File: src/rtl/gray_pkg.sv
// Shared constants for the Gray-code step tracker: state encoding and the
// 3-bit Gray sequence emitted by the upstream up/down counter.
package gray_pkg;

  localparam int unsigned CODE_W = 3;

  localparam logic [1:0] ST_INIT  = 2'd0;
  localparam logic [1:0] ST_TRACK = 2'd1;
  localparam logic [1:0] ST_FAULT = 2'd2;

  typedef enum logic [1:0] {
    S_INIT  = ST_INIT,
    S_TRACK = ST_TRACK,
    S_FAULT = ST_FAULT
  } state_t;

  // Gray code for positions 0..7 (bit2=y1, bit1=y2, bit0=y3)
  localparam logic [CODE_W-1:0] G0 = 3'b000;
  localparam logic [CODE_W-1:0] G1 = 3'b001;
  localparam logic [CODE_W-1:0] G2 = 3'b011;
  localparam logic [CODE_W-1:0] G3 = 3'b010;
  localparam logic [CODE_W-1:0] G4 = 3'b110;
  localparam logic [CODE_W-1:0] G5 = 3'b111;
  localparam logic [CODE_W-1:0] G6 = 3'b101;
  localparam logic [CODE_W-1:0] G7 = 3'b100;

endpackage

File: src/rtl/gray2bin.sv
// Combinational 3-bit Gray-to-binary decoder, reusable by display logic.
module gray2bin
  import gray_pkg::*;
(
  input  logic [CODE_W-1:0] gray,
  output logic [CODE_W-1:0] bin
);

  // Table form of bin[i] = XOR of gray[2:i]
  always_comb begin
    bin = '0;
    case (gray)
      G0:      bin = 3'd0;
      G1:      bin = 3'd1;
      G2:      bin = 3'd2;
      G3:      bin = 3'd3;
      G4:      bin = 3'd4;
      G5:      bin = 3'd5;
      G6:      bin = 3'd6;
      G7:      bin = 3'd7;
      default: bin = '0;
    endcase
  end

endmodule

File: src/rtl/gray_step_tracker.sv
// Tracks a 3-bit Gray counter: decodes each sample, pulses on +/-1 steps,
// keeps position and revolution counts, and latches a fault on jumps.
module gray_step_tracker
  import gray_pkg::*;
#(
  parameter int unsigned POS_W = 8,
  parameter int unsigned REV_W = 4
) (
  input  logic              clk,
  input  logic              reset,
  input  logic [CODE_W-1:0] gray_in,
  input  logic              err_clr,
  output logic [CODE_W-1:0] bin_out,
  output logic              step_up,
  output logic              step_dn,
  output logic [POS_W-1:0]  position,
  output logic [REV_W-1:0]  rev,
  output logic              err,
  output logic              tracking
);

  state_t            state;
  logic [CODE_W-1:0] ref_bin;
  logic [CODE_W-1:0] bin_now;
  logic [CODE_W-1:0] diff;

  gray2bin u_dec (
    .gray (gray_in),
    .bin  (bin_now)
  );

  // Modulo-8 distance from the last accepted position
  assign diff = bin_now - ref_bin;

  always_ff @(posedge clk or posedge reset) begin
    if (reset) begin
      state    <= S_INIT;
      ref_bin  <= '0;
      bin_out  <= '0;
      step_up  <= 1'b0;
      step_dn  <= 1'b0;
      position <= '0;
      rev      <= '0;
      err      <= 1'b0;
      tracking <= 1'b0;
    end else begin
      bin_out <= bin_now;
      step_up <= 1'b0;
      step_dn <= 1'b0;
      case (state)
        S_INIT: begin
          ref_bin  <= bin_now;
          state    <= S_TRACK;
          tracking <= 1'b1;
        end
        S_TRACK: begin
          ref_bin <= bin_now;
          case (diff)
            3'd0: ;
            3'd1: begin
              step_up  <= 1'b1;
              position <= position + POS_W'(1);
              if (ref_bin == 3'd7) rev <= rev + REV_W'(1);
            end
            3'd7: begin
              step_dn  <= 1'b1;
              position <= position - POS_W'(1);
              if (ref_bin == 3'd0) rev <= rev - REV_W'(1);
            end
            default: begin
              // Jump of 2..6 positions: freeze counts until err_clr
              err      <= 1'b1;
              state    <= S_FAULT;
              tracking <= 1'b0;
            end
          endcase
        end
        S_FAULT: begin
          if (err_clr) begin
            err      <= 1'b0;
            ref_bin  <= bin_now;
            state    <= S_TRACK;
            tracking <= 1'b1;
          end
        end
        default: begin
          state    <= S_INIT;
          tracking <= 1'b0;
        end
      endcase
    end
  end

endmodule

File: config.mk
export PLATFORM = sky130hd
export DESIGN_NAME = gray_step_tracker
export DESIGN_NICKNAME = d
export VERILOG_FILES = /design/src/rtl/gray_pkg.sv /design/src/rtl/gray2bin.sv /design/src/rtl/gray_step_tracker.sv
export SDC_FILE = /design/constraint.sdc
export NUM_CORES = 1
export LEC_CHECK = 0
export ABC_AREA = 0
export BUFFER_PORTS_ARGS = -buffer_cell sky130_fd_sc_hd__buf_2
export CAP_MARGIN = 20
export CORE_MARGIN = 2
export CORE_UTILIZATION = 43
export CTS_CLUSTER_DIAMETER = 120
export DETAILED_ROUTE_END_ITERATION = 8
export SLEW_MARGIN = 10
export SYNTH_ARGS = -nofsm -noshare
export SYNTH_HDL_FRONTEND = slang
export SYNTH_SLANG_ARGS = --single-unit
File: constraint.sdc
create_clock -name clk -period 3.7 [get_ports clk]
set_input_delay 0.74 -clock clk [delete_from_list [all_inputs] [get_ports clk]]
set_output_delay 0.74 -clock clk [all_outputs]
set_load 0.03 [all_outputs]
; ---- Word-level counts from Yosys, hierarchy flattened
; Memories as Yosys holds them, arrays and structs flattened.
; Cells that the tools add are included.
[totals]
register_bits = 24
romBits = 24
word_cells = 56
mem_count = 1
[mem_list]
columns = name, depth, width, read_ports, rd_clocked_by_memory_dff, write_ports, line_no
row1 = (name not given), 8, 3, 1, 0, 0, gray2bin.sv:12  ; case (gray)
[classes]
addsub = 5
eq_ne = 9
mux = 19
reduce_logical = 13
[op_table]
columns = operator, n
row1 = 8-bit case mux with 2 select lines, 1
row2 = "8-bit by 1-bit adder with 8-bit output, second input constant", 1
row3 = 1-bit 2-to-1 mux, 8
row4 = 4-bit 2-to-1 mux, 2
row5 = "2-bit inequality test, second input constant", 4
row6 = 4-bit case mux with 2 select lines, 1
row7 = "8-bit by 1-bit subtractor with 8-bit output, second input constant", 1
row8 = "3-bit equality test, second input constant", 2
row9 = 3-bit zero test, 2
row10 = 2-bit case mux with 3 select lines, 1
row11 = 3-bit case mux with 2 select lines, 1
row12 = 2-bit AND reduction, 3
row13 = 2-bit nonzero test, 3
row14 = "4-bit by 1-bit adder with 4-bit output, second input constant", 1
row15 = 2-bit 2-to-1 mux, 2
row16 = 4-bit AND reduction, 1
row17 = "4-bit by 1-bit subtractor with 4-bit output, second input constant", 1
row18 = "3-bit by 1-bit equality test with 1-bit output, second input constant", 1
row19 = 3-bit 2-to-1 mux, 1
row20 = 1-bit case mux with 3 select lines, 1
row21 = 3-bit AND reduction, 1
row22 = 3-bit OR reduction, 1
row23 = 3-bit subtractor, 1
row24 = "2-bit by 1-bit equality test with 1-bit output, second input constant", 1
row25 = 4 further kinds, 4

; ---- Depth between registers and ports, before layout
; Gate-level depths: netlist (run 1).
; An unclocked memory read counts as a cell.
[logic_depth]
ltp_word = 6
depth_mapped = 14

; ---- Hierarchy
; From an unflattened synthesis (run 1), not the netlist that was laid out.
[hier_totals]
cells_unflattened = 123
hier_area_um2 = 1390.1
[by_module_without_submodules]
columns = module, instances, cells_per_inst, area_each_um2
row1 = gray_step_tracker, 1, 120, 1350.0
row2 = gray2bin, 1, 3, 40.0

; ---- Worst setup path before layout (run 1)
; OpenSTA, ideal clock, no wires.
[synth_path]
path_kind = input to register
startpoint = input port gray_in[2]
endpoint = register position[6]
setup_time_ns = 0.066
t_arrival_ns = 4.010
path_slack_ns = -0.375
stages = 14
n_path_buf = 0
path_cell_list = xor2_2 xor2_1 nand2b_1 fa_1 xor3_1 nand2b_1 or2_2 inv_1 ha_1 nor2b_1 o21a_1 o21a_1 o311ai_0 mux2_2
[synth_between]
elab_chain_cells = 5
elab_cells_between_ends = 7
classes_between = add/sub: 1 / eq/ne: 2 / mux: 1 / reduce/logical: 2 / memory: 1
[synth_lines]
columns = item, line_no
row1 = start: declaration, gray_step_tracker.sv:11  ; input logic [CODE_W-1:0] gray_in,
row2 = memory read 8 x 3 bit (*), --
row3 = net bin_now[0], gray_step_tracker.sv:24  ; logic [CODE_W-1:0] bin_now;
row4 = 3-bit subtractor (*), gray_step_tracker.sv:33  ; assign diff = bin_now - ref_bin;
row5 = 3-bit equality test or 3-bit by 1-bit equality test with 1-bit output (tied branches), gray_step_tracker.sv:58  ; case (diff)
row6 = 2-bit nonzero test (no line), --
row7 = 2-bit AND reduction (no line), --
row8 = end signal: assignment, gray_step_tracker.sv:62  ; position <= position + POS_W'(1);
row9 = end signal: assignment, gray_step_tracker.sv:67  ; position <= position - POS_W'(1);
row10 = end: declaration, gray_step_tracker.sv:16  ; output logic [POS_W-1:0] position,
; The timed path passes the listed nets; every way through them passes the cells marked *.
; A chain may end at the register's enable or synchronous reset.

; ---- Final worst setup path (run 1)
; Ends and elaborated chain as after synthesis.

==> metrics.csv, run 1 <==
metric,value,unit
Iteration-0 DRC Markers,24,
DP Area,0.00178,mm²
Leak Pwr,0.897,nW
setup bufs post-CTS,0,
Worst Path Buf+Inv,2,
top_reg_cell synth,dfrtp_1,
drt pass-1 iters,2,
crit-path max FO,3,
# port buffers,24,
area share of the leading cell type in the synthesized netlist,43.0,%
WL per Instance,12.7,µm
die height,61.0,µm
first-pass GRT wire length,4.42,mm
hold violation count in the final report,0,
status,completed,
Overall Global Routing Usage,16.3,%
layout cells sized above 1,37.4,%
multi-input logic area,786,µm²
min cycle time layout,3610,ps
CTS tree,built,
register area,601,µm²
combinational share of power,66.4,%
max-slew violations,0,
final cycle utilization of the critical path,97.5,%
Mapped Cells,124,
largest net degree at the start of global routing,25,
most frequent cells in the layout,"dfrtp_1 (24), buf_2 (24), buf_4 (22)",
crit path cell chain,buf_2 -> xor2_4 -> xor2_1 -> nand2b_1 -> fa_1 -> xor3_1 -> nand2b_4 -> or2_4 -> buf_4 -> fa_1 -> nor2b_1 -> o21a_1 -> o21a_1 -> o311ai_1 -> mux2_4,
Antenna Cells,0,
Post-Syn Nets,141,
Post-CTS Resized,0,
via count,1068,
Post-synth EDFFs,0,
CP required,3910,ps
Maximum Capacitance Violations,0,
Power Density,1060,mW/mm²
gpl congestion,0.769,
count of hold-fix buffers inserted at cts,0,
I/O pin cnt,25,
Worst-path clk slew,130,ps
Total Wirelength,2.77,mm
initial antenna violation count,0,
die area,0.00372,mm²
startpoint types,primary input,
post-synthesis async set-or-reset flop share,100,%
R2R setup slack,610,ps
Final Setup Violations,0,
"Cell Area, Synth",0.00140,mm²
Sw Share,42.5,%
CORE AREA,0.00308,mm²
P&R area growth vs syn,31.2,%
Worst path slowest cell,fa_1,
Worst VDD drop,0.428,mV
critical path's top delay family,adder cells,
Crit Path Category,primary input to flip-flop,
Layout Cell Area excl Fill,0.00183,mm²
Synth cell types,36,
Synth Register Bits,24,
vias in the first global route,1061,
Initial Util,45.4,%
Cell Rows,20,
Max clock buf depth,2,
CTS Buf Count,3,
Clock Latency Late Sink,310,ps
root buffer cell,clkbuf_4,
P_sw,0.825,mW
RSZ-0062 raised after global routing,no,
nature of the critical path endpoint,flip-flop,
Peak Freq,277,MHz
die width,61.0,µm
synthesized area per cell,11.3,µm²
Rel. slew slack,38.7,%
Sequential Power Share,23.9,%
Worst Path Arrival,3820,ps
setup TNS,0,ps
NumNets Final,192,
post-layout util,59.5,%
Post-DRT Antenna Nets,0,
worst hold path class,flip-flop to flip-flop,
clock sinks,24,
Filler Cell Count,267,
H-tree Lvls,1,
DPL Wire Length,2.20,mm
largest cells by area after synthesis,"dfrtp_1 (43%), mux2_2 (7.3%), ha_1 (7.2%)",
Synth Warn #,0,
sequential fraction of the synthesis area,43.0,%
Int Power,1.12,mW
DR vias/cell,4.90,
Final Power,1.94,mW
clk_skew,1.43,ps
DRC,0,
Clk pwr share,9.7,%
worst slew pin tran,918,ps
largest area contributor in the netlist,dfrtp_1,
GRT overflow,0,
CP max stage delay,410,ps
worst paths after layout:
kind,startpoint,endpoint,depth (start not counted)
setup reg to reg,ref_bin[0],position[6],12
setup / recovery,gray_in[2],position[6],15
hold / removal,rev[3],rev[3],1
hold reg to reg,rev[3],rev[3],1
max in group asynchronous,reset,rev[2],2
min in group asynchronous,reset,position[2],2
routing by layer:
metal | part of all wire [%] | GRT usage (%) | vias to the layer above
met4 | 0.51 | 6.83 | 0
met1 | 43 | 17.1 | 512
li1 | - | - | 543
met5 | 0 | 0 | -
met2 | 54 | 32.1 | 11
met3 | 2.0 | 1.92 | 2
cells in the mapped netlist, types with 4 or more instances:
library cell / n
dfrtp_1: 24
mux2_2: 9
ha_1: 8
inv_1: 8
xnor2_1: 8
a21oi_1: 6
nand2b_1: 6
o21ai_0: 6
nor2b_1: 5
nand2_1: 4
nor2_1: 4
nor3_1: 4
xor2_1: 4
state kept, by name (all words and copies together) (netlist names):
name and count:
state 2, position 8, err 1, bin_out 3
tracking 1, step_up 1, rev 4, ref_bin 3
step_dn 1
through the flow:
step / setup slack, ps / std cells / hold WS, ps
after floorplan: 112 / 124 / 515
after global placement: -142 / 214 / 458
after detailed placement: -219 / 214 / 459
after CTS: 96.0 / 218 / 482
after global routing: 21.1 / 218 / 514
final: 91.0 / 218 / 476
worst register-to-register path, delay by kind of cell, from the launching register on:
kind	cells	cell delay (ps)
XOR/XNOR	1	230
AND/OR/NAND/NOR	4	630
buffers and inverters	1	150
multiplexers	1	290
flip-flops	1	450
adder cells (fa/ha/maj)	2	790
AO/OA/AOI/OAI	3	440
cell type report:
class                           instances  share of cell area [%]
Clock buffer                            3                    1.23
Clock inverter                          1                    1.64
Inverter                                8                    1.78
Multi-Input combinational cell         91                    42.9
Sequential cell                        24                    32.8
Tap cell                               44                    3.01
Timing Repair Buffer                   47                    16.7
power groups by stage:
stage | Clock (mW) | Combinational [mW] | Sequential (mW)
after floorplan | 0 | 0.693 | 0.613
after global placement | 0 | 1.26 | 0.465
after detailed placement | 0 | 1.30 | 0.472
after CTS | 0.196 | 1.31 | 0.467
after global routing | 0.207 | 1.41 | 0.477
final | 0.189 | 1.29 | 0.464
cell families (layout without fill, tap and decap cells):
logic type | count (synthesis) | after routing | synth area share (%)
AOI/OAI and AO/OA | 28 | 28 | 13.5
and+or+nand+nor | 28 | 28 | 11.1
DFF | 24 | 24 | 43.0
xor gates and xnor gates | 14 | 14 | 10.4
adders and majority gates | 11 | 11 | 11.5
muxes | 10 | 10 | 7.98
buffers and inverters | 9 | 59 | 2.51
(Power assumes the default switching activity.)
==> run 2: changes to the inputs <==
- clock period: 3.7 -> 4.2 ns (I/O delays scaled with it)
==> metrics.csv, run 2 (synthesis gave the netlist of run 1 again) <==
metric,value,unit,change
register area,601,µm²,unchanged
worst hold path class,flip-flop to flip-flop,,
Hold Startpoint,rev[3],,
worst slew pin tran,895,ps,-22.8 ps
min cycle time layout,3970,ps,
crit path cell chain,buf_2 -> xor2_2 -> xor2_1 -> nand2b_1 -> fa_1 -> xor3_1 -> nand2b_1 -> or2_2 -> inv_1 -> ha_1 -> nor2b_1 -> o21a_1 -> o21a_1 -> o311ai_1 -> mux2_2,,
NumNets Final,180,,-6.3%
multi-input logic area,761,µm²,-3.2%
clock sinks,24,,unchanged
RSZ-0062 raised after global routing,no,,
# port buffers,24,,unchanged
final cycle utilization of the critical path,94.5,%,
Post-DRT Antenna Nets,0,,unchanged
pre-CTS setup slack,-179,ps,+39.7 ps
die area,0.00372,mm²,unchanged
most frequent cells in the layout,"dfrtp_1 (24), buf_2 (24), buf_4 (11), mux2_2 (9)",,
Initial Util,45.4,%,unchanged
WP depth,15,,unchanged
first-pass GRT wire length,4.16,mm,-5.9%
I/O pin cnt,25,,unchanged
nature of the critical path endpoint,flip-flop,,
Max clock buf depth,2,,unchanged
Peak Freq,252,MHz,
GRT overflow,0,,unchanged
largest net degree at the start of global routing,25,,unchanged
Worst VDD drop,0.348,mV,-19%
die width,61.0,µm,unchanged
Leak Pwr,0.818,nW,-8.8%
worst r2r src,ref_bin[0],,
CORE AREA,0.00308,mm²,unchanged
Overall Global Routing Usage,15.0,%,-1.2 points
count of hold-fix buffers inserted at cts,0,,unchanged
layout cells sized above 1,31.5,%,-5.9 points
critical path startpoint,gray_in[2],,
DR vias/cell,4.91,,+0.28%
Iteration-0 DRC Markers,21,,-13%
WL per Instance,12.3,µm,-3.2%
Worst-path clk slew,130,ps,about the same
DRC,0,,unchanged
CP max stage delay,410,ps,about the same
CTS Buf Count,3,,unchanged
Cell Rows,20,,unchanged
Final Power,1.51,mW,-22%
biggest regs,"position (8), rev (4)",,
startpoint types,primary input,,
Power Density,899,mW/mm²,-15%
R2R setup slack,850,ps,+240 ps
root buffer cell,clkbuf_4,,
DPL Wire Length,2.01,mm,-8.6%
Final Setup Violations,0,,unchanged
worst hold stages,1,,unchanged
Worst Path Arrival,4230,ps,+410 ps
Filler Cell Count,297,,+11%
Worst path slowest cell,fa_1,,
critical path's top delay family,simple AND/OR/NAND/NOR gates,,
Total Wirelength,2.53,mm,-8.5%
CP required,4470,ps,+560 ps
status,completed,,
cells on worst reg2reg path,12,,unchanged
Clock Latency Late Sink,310,ps,about the same
max-slew violations,0,,unchanged
post-route worst setup slack,231,ps,+140 ps
Largest register FFs,8,,unchanged
Worst Path Buf+Inv,2,,unchanged
drt pass-1 iters,4,,+2
P&R area growth vs syn,20.7,%,
die height,61.0,µm,unchanged
initial antenna violation count,0,,unchanged
H-tree Lvls,1,,unchanged
Crit Path Category,primary input to flip-flop,,
vias in the first global route,929,,-12%
via count,1012,,-5.2%
crit-path max FO,6,,+3
gpl congestion,0.828,,+7.6%
CTS tree,built,,
clk_skew,3.31,ps,+1.88 ps
Antenna Cells,0,,unchanged
Maximum Capacitance Violations,0,,unchanged
Rel. slew slack,40.2,%,+1.5 points
hold violation count in the final report,0,,unchanged
"Most flops, register",position,,
==> run 2: metrics by stage <==
| step | setup TNS [ps] | hold slack, ps | std cells | instance area [µm²] | util (%) |
|---|---|---|---|---|---|
| final | 0 | 474 | 206 | 1690 | 54.8 |
| after global routing | 0 | 494 | 206 | 1690 | 54.8 |
| after CTS | 0 | 482 | 206 | 1690 | 54.8 |
| after detailed placement | -347 | 460 | 202 | 1650 | 53.6 |
| after global placement | -70.5 | 457 | 202 | 1650 | 53.6 |
| after floorplan | 0 | 515 | 124 | 1400 | - |
==> run 2: path summary, 6_finish.rpt <==
path | endpoint
min | rev[3]
max in group asynchronous | bin_out[2]
max | position[6]
max reg2reg | position[6]
min reg2reg | rev[3]
min in group asynchronous | position[0]
==> run 2: routing by layer <==
metal	up-vias	share of wire [%]	track usage, %
met5	-	0	0
met4	0	1.1	5.59
met3	4	3.0	1.92
met2	15	47	23.5
met1	478	49	21.4
li1	515	-	-
==> run 2: cell type report <==
type | instances | area share (%)
clock buffers | 4 | 2.15
repair buffers | 35 | 12.0
well taps | 44 | 3.27
inverters | 8 | 1.78
flip-flops and latches | 24 | 35.6
multi-input cells | 91 | 45.1
==> run 2: timing repair <==
item                       CTS  global route
setup endpoints to repair    0             1
gates resized for setup      0             1
buffers inserted             0             0
==> run 2: power breakdown <==
part	internal, mW	switching, mW
registers	0.324	0.0845
logic	0.453	0.531
clock network	0.0530	0.0684
